[config.mk]
export PLATFORM = sky130hd
export DESIGN_NAME = input_debounce
export DESIGN_NICKNAME = d
export VERILOG_FILES = /design/src/rtl/debounce_pkg.sv /design/src/rtl/bit_sync.sv /design/src/rtl/input_debounce.sv
export SDC_FILE = /design/constraint.sdc
export NUM_CORES = 1
export LEC_CHECK = 0
export CAP_MARGIN = 20
export CELL_PAD_IN_SITES_DETAIL_PLACEMENT = 1
export CELL_PAD_IN_SITES_GLOBAL_PLACEMENT = 1
export CORE_AREA = 2 2 39 41
export DETAILED_ROUTE_END_ITERATION = 10
export DIE_AREA = 0 0 41 43
export GPL_ROUTABILITY_DRIVEN = 0
export PLACE_DENSITY_LB_ADDON = 0.1
export SLEW_MARGIN = 0
export SYNTH_ARGS = -nofsm -noshare
export SYNTH_HDL_FRONTEND = slang
export SYNTH_SLANG_ARGS = --single-unit
[constraint.sdc]
create_clock -name clk -period 3.3 [get_ports clk]
set_input_delay 0.66 -clock clk [delete_from_list [all_inputs] [get_ports clk]]
set_output_delay 0.66 -clock clk [all_outputs]
set_load 0.02 [all_outputs]
[src/rtl/debounce_pkg.sv]
// Shared definitions for the input debouncer: FSM state encoding and the
// counter width derivation.
package debounce_pkg;

  typedef enum logic [1:0] {
    S_LOW  = 2'd0,
    S_LCHK = 2'd1,
    S_HIGH = 2'd2,
    S_HCHK = 2'd3
  } state_t;

  // Width able to hold 0..cycles inclusive.
  function automatic int cnt_width(input int cycles);
    return $clog2(cycles + 1);
  endfunction

endpackage

[src/rtl/bit_sync.sv]
// Multi-flop synchroniser bringing an asynchronous bit into the clk domain.
module bit_sync #(
  parameter int SYNC_STAGES = 2
) (
  input  logic clk,
  input  logic rst,
  input  logic d,
  output logic q
);

  logic [SYNC_STAGES-1:0] chain;

  always_ff @(posedge clk) begin
    if (rst) chain <= '0;
    else     chain <= {chain[SYNC_STAGES-2:0], d};
  end

  assign q = chain[SYNC_STAGES-1];

endmodule

[src/rtl/input_debounce.sv]
// Synchronises and debounces the raw A input; produces a clean level plus
// one-cycle rise/fall pulses for the downstream FSM.
//
//   state  | meaning
//   S_LOW  | a_clean=0, waiting for a high sample
//   S_LCHK | qualifying a candidate 0->1 transition
//   S_HIGH | a_clean=1, waiting for a low sample
//   S_HCHK | qualifying a candidate 1->0 transition
module input_debounce
  import debounce_pkg::*;
#(
  parameter int SYNC_STAGES     = 2,
  parameter int DEBOUNCE_CYCLES = 4
) (
  input  logic clk,
  input  logic rst,
  input  logic a_raw,
  input  logic sample_en,
  output logic a_clean,
  output logic a_rise,
  output logic a_fall,
  output logic busy
);

  localparam int               CNT_W    = cnt_width(DEBOUNCE_CYCLES);
  localparam logic [CNT_W-1:0] CNT_ONE  = CNT_W'(1);
  localparam logic [CNT_W-1:0] CNT_LAST = CNT_W'(DEBOUNCE_CYCLES - 1);

  logic             a_sync;
  state_t           state, state_nxt;
  logic [CNT_W-1:0] cnt, cnt_nxt;
  logic             rise_nxt, fall_nxt;

  bit_sync #(.SYNC_STAGES(SYNC_STAGES)) u_sync (
    .clk (clk),
    .rst (rst),
    .d   (a_raw),
    .q   (a_sync)
  );

  // A single-sample debounce commits on the first disagreeing sample.
  always_comb begin
    state_nxt = state;
    cnt_nxt   = cnt;
    rise_nxt  = 1'b0;
    fall_nxt  = 1'b0;
    if (sample_en) begin
      case (state)
        S_LOW: begin
          if (a_sync) begin
            if (DEBOUNCE_CYCLES == 1) begin
              state_nxt = S_HIGH;
              rise_nxt  = 1'b1;
            end else begin
              state_nxt = S_LCHK;
              cnt_nxt   = CNT_ONE;
            end
          end
        end
        S_LCHK: begin
          if (!a_sync) begin
            state_nxt = S_LOW;
            cnt_nxt   = '0;
          end else if (cnt == CNT_LAST) begin
            state_nxt = S_HIGH;
            cnt_nxt   = '0;
            rise_nxt  = 1'b1;
          end else begin
            cnt_nxt = cnt + CNT_ONE;
          end
        end
        S_HIGH: begin
          if (!a_sync) begin
            if (DEBOUNCE_CYCLES == 1) begin
              state_nxt = S_LOW;
              fall_nxt  = 1'b1;
            end else begin
              state_nxt = S_HCHK;
              cnt_nxt   = CNT_ONE;
            end
          end
        end
        S_HCHK: begin
          if (a_sync) begin
            state_nxt = S_HIGH;
            cnt_nxt   = '0;
          end else if (cnt == CNT_LAST) begin
            state_nxt = S_LOW;
            cnt_nxt   = '0;
            fall_nxt  = 1'b1;
          end else begin
            cnt_nxt = cnt + CNT_ONE;
          end
        end
        default: begin
          state_nxt = S_LOW;
          cnt_nxt   = '0;
        end
      endcase
    end
  end

  always_ff @(posedge clk) begin
    if (rst) begin
      state <= S_LOW;
      cnt   <= '0;
    end else begin
      state <= state_nxt;
      cnt   <= cnt_nxt;
    end
  end

  // Outputs are registered from the next state so they align with it.
  always_ff @(posedge clk) begin
    if (rst) begin
      a_clean <= 1'b0;
      a_rise  <= 1'b0;
      a_fall  <= 1'b0;
      busy    <= 1'b0;
    end else begin
      a_clean <= (state_nxt == S_HIGH) || (state_nxt == S_HCHK);
      busy    <= (state_nxt == S_LCHK) || (state_nxt == S_HCHK);
      a_rise  <= rise_nxt;
      a_fall  <= fall_nxt;
    end
  end

endmodule

# Yosys cells after proc, flatten, opt, wreduce, memory -nomap -nowiden
# Index checks and enable logic that the tools add are counted.
# classes
eq_ne	9
n_bitwise	4
n_addsub	1
reduce_logical	6
n_mux	15
# ops
operator	count
2-to-1 mux 3 bit	5
2-to-1 mux 2 bit	7
one-hot mux 3 bit (4 select lines)	1
== test 2 bit, second input constant	4
one-hot mux 2 bit (4 select lines)	1
OR reduction 4 bit	2
== test 2 x 1 -> 1 bit, second input constant	2
NOT 1 bit	4
adder 3 x 1 -> 3 bit, second input constant	1
== test 3 x 2 -> 1 bit, second input constant	1
AND reduction 3 bit	1
logical NOT 2 bit	1
logical OR 1 bit	2
!= test 2 x 1 -> 1 bit, second input constant	1
!= test 2 bit, second input constant	1
2-to-1 mux 1 bit	1
# totals
word_cells	42
inputBits	4
ff_bits	11

# Logic depth before layout (Yosys ltp)
# logic_depth
depth_word	7
ltp_mapped	4
mapped_depth_nobuf	4

# By module
# From an unflattened synthesis, not the netlist that was laid out.
# hier_totals
cells_unflattened	39
area_unflattened_um2	390.4
# modules_own_cells
module	area_each_um2	cells_each	n_inst	seq_area_each_um2
input_debounce	337.8	35	1	160.2
bit_sync	52.6	4	1	40.0

# Least setup slack after synthesis
# Ideal clock, no wire load.
# synth_timing
path_kind	input-to-reg
start	input rst
end	register cnt[2]
slack_ns	2.113
setup_ns	0.118
cell_stages	3
required_ns	3.182
t_arrival_ns	1.069
path_cell_list	clkbuf_1 nand2b_1 a21oi_1
# synth_lines
item	line	rtl
start: declaration	input_debounce.sv:16	input logic rst,
end signal: assignment	input_debounce.sv:109	cnt <= cnt_nxt;
end: declaration	input_debounce.sv:31	logic [CNT_W-1:0] cnt, cnt_nxt;

# Final worst setup path
# layout_timing
start	register busy
end	output busy
# layout_lines
item	line	rtl
start: declaration	input_debounce.sv:22	output logic busy
start signal: assignment	input_debounce.sv:122	busy <= (state_nxt == S_LCHK) || (state_nxt == S_HCHK);
# No word-level cell between the ends.

==> impl_metrics.env <==
export IMPL_area_growth_syn_to_layout_pct=27.88
export IMPL_antenna_found_initial=0
export IMPL_dp_cells=61
export IMPL_rows=14
export IMPL_hold_buffers=0
export IMPL_finalCritPeriodShare_pct=62.19
export IMPL_synth_edf_count=0
export IMPL_drc=0
export IMPL_yosysTopAreaCell="dfxtp_1"
export IMPL_dpl_hpwl_um=615.9
export IMPL_r2r_end="cnt[0]"
export IMPL_via_per_inst=4.859
export IMPL_synth_area_um2=390.4
export IMPL_ios=8
export IMPL_hold_depth=1
export IMPL_worst_pin_slew_ps=467.1
export IMPL_crit_path_end_kind="primary output"
export IMPL_drtIter0Drc=1
export IMPL_synth_top_area_share_pct=51.28
export IMPL_finalSetupTns_ps=0
export IMPL_min_delay_start="u_sync.chain[0]"
export IMPL_avgSynthCellArea_um2=10.01
export IMPL_die_x_um=41
export IMPL_core_area_um2=1384
export IMPL_cp_top_family="buffers and inverters"
export IMPL_die_area_um2=1763
export IMPL_status="finished clean"
export IMPL_maxSlewHeadroom_pct=68.75
export IMPL_worst_path_max_fanout=9
export IMPL_final_nets=55
export IMPL_place_worst_setup_slack_ps=1367
export IMPL_track_usage_pct=12.55
export IMPL_cts_buffer_depth=2
export IMPL_cts_setup_buffers=0
export IMPL_cts_root_buffer="clkbuf_4"
export IMPL_die_h_um=43
export IMPL_syn_inst=39
export IMPL_io_buffer_count=7
export IMPL_overflow=0
export IMPL_final_cells=64
export IMPL_drv_cap=0
export IMPL_drt_pass1_iter_count=2
export IMPL_final_util_pct=36.08
export IMPL_routed_wl_um=834
export IMPL_ctsHtreeMaxLevel=1
export IMPL_cts_resized=0
export IMPL_critPathBufInv=1
export IMPL_required_ps=2640
export IMPL_grt_pass1_wl_um=1449
export IMPL_synth_seq_area_share_pct=51.28
export IMPL_slowest_delay_ps=660
export IMPL_worstSetupPathType="register to primary output"
export IMPL_ys_top_cells_by_area="dfxtp_1, nand2b_1, nor4b_1"
export IMPL_ys_warn_count=0
export IMPL_fmax_mhz=487.2
export IMPL_clkSlewWorstSetupHoldPaths_ps=60
export IMPL_synth_cell_type_count=22
export IMPL_maxSlewViolCount=0
export IMPL_path_cells="clkdlybuf4s50_1"
export IMPL_final_hold_worst_slack_ps=450.6
export IMPL_setup_viol=0
export IMPL_clock_sinks=10
export IMPL_setup_slack_ps=1248
export IMPL_hold_viol_final=0
export IMPL_ff2ff_setup_slack_ps=2070
export IMPL_wire_per_inst_um=13.03
export IMPL_crit_arrival_ps=1390
export IMPL_power_leakage_nw=0.1836
export IMPL_stdcell_area_um2=499.2
export IMPL_regArea_um2=200.2
export IMPL_syn_nets=44
export IMPL_placed_area_um2=476.7
export IMPL_ant_nets=0
export IMPL_hp_class="register to register"
export IMPL_start_util_pct=28.21
export IMPL_rsz0062_at_grt="false"
export IMPL_period_needed_ps=2052
export IMPL_clkLatencyLatePin_ps=250
export IMPL_ys_flop_type="dfxtp_1"
export IMPL_fillers=166
export IMPL_grt_max_degree=11
export IMPL_multiInputGateArea_um2=182.7
export IMPL_cts_tree="yes"
export IMPL_crit_path_top_delay_cell="clkdlybuf4s50_1"
export IMPL_grt_pass1_vias=347
export IMPL_numCtsBuffers=3
export IMPL_synth_most_common_cell="dfxtp_1"
export IMPL_fin_skew_ps=1.359
export IMPL_async_flop_share_pct=0
export IMPL_vdd_ir_drop_worst_v=0.0002225
export IMPL_synthTopCellsByCount="dfxtp_1, nand2b_1, a21oi_1"
export IMPL_power_density_nw_per_um2=429.7
export IMPL_drive_above_1_share_pct=6.250
export IMPL_worstRegToRegCells=3
export IMPL_ys_seq_elements=10
export IMPL_r2r_start="state[1]"
export IMPL_power_mw=0.2145
export IMPL_dr_total_vias=311
export IMPL_cp_start_kind="register"
export IMPL_hold_path_endpoint="u_sync.chain[1]"
export IMPL_antenna_cells=0
worst reg2reg max path, delay by kind of cell, from the launching register on:
family	cells	cell delay [ps]
AOI/OAI and AO/OA	2	330
xor gates and xnor gates	1	420
DFF	1	390
registers in the layout, indices dropped and copies added (netlist names):
register      count
busy              1
a_clean           1
u_sync.chain      2
state             1
a_fall            1
cnt               3
a_rise            1
worst max path at each step:
stage	start	end	slack, ps	cells after the start
floorplan	rst	cnt[2]	2110	3
finish	busy	busy	1250	1
detailed placement	sample_en	state[1]	1370	4
global route	busy	busy	1160	1
CTS	busy	busy	1230	1
global placement	sample_en	a_fall	1430	3
area by class of cell:
cell class | count | share of cell area (%)
Sequential cell | 10 | 40.10
Tap cell | 16 | 4.010
Inverter | 1 | 0.7519
Multi-Input combinational cell | 27 | 36.59
Clock buffer | 3 | 4.511
Timing Repair Buffer | 7 | 14.04
routing by layer:
metal,track usage [%],part of all wire [%],wire [µm]
met1,13.86,46,383
met2,18.75,49,407
met5,0,0,0
met4,8.000,0.60,5
met3,5.236,4.6,38
kinds of logic after synthesis:
kind of cell,count (synthesis),synth area share (%)
AO/OA/AOI/OAI,8,12.50
XOR/XNOR,1,2.244
adder cells (fa/ha/maj),1,3.205
buffers and inverters,2,1.921
flip-flops,10,51.28
multiplexers,1,2.564
AND/OR/NAND/NOR,16,26.28
power by group:
part | switching (mW) | total, mW | internal, mW
Combinational | 0.00545 | 0.0117 | 0.00623
Sequential | 0.00183 | 0.124 | 0.123
Clock | 0.0366 | 0.0784 | 0.0419
Total | 0.0438 | 0.215 | 0.171
layout by cell type, fill, tap and decap left out, drive strengths merged:
cell           netlist  final
and3                 1      1
nand2b               4      4
inv                  1      1
xor2                 1      1
mux2i                1      1
dfxtp               10     10
o211ai               1      1
nor2b                2      2
clkbuf               1      3
nand3                1      1
nor4b                2      2
o21a                 1      1
nand2                1      1
ha                   1      1
clkdlybuf4s50        0      7
or3b                 1      1
nand4b               1      1
nand3b               1      1
a31oi                1      1
a211oi               1      1
a21oi                3      3
o21ai                1      1
nor2                 2      2
Note: power is estimated with default switching activity, not from simulation.
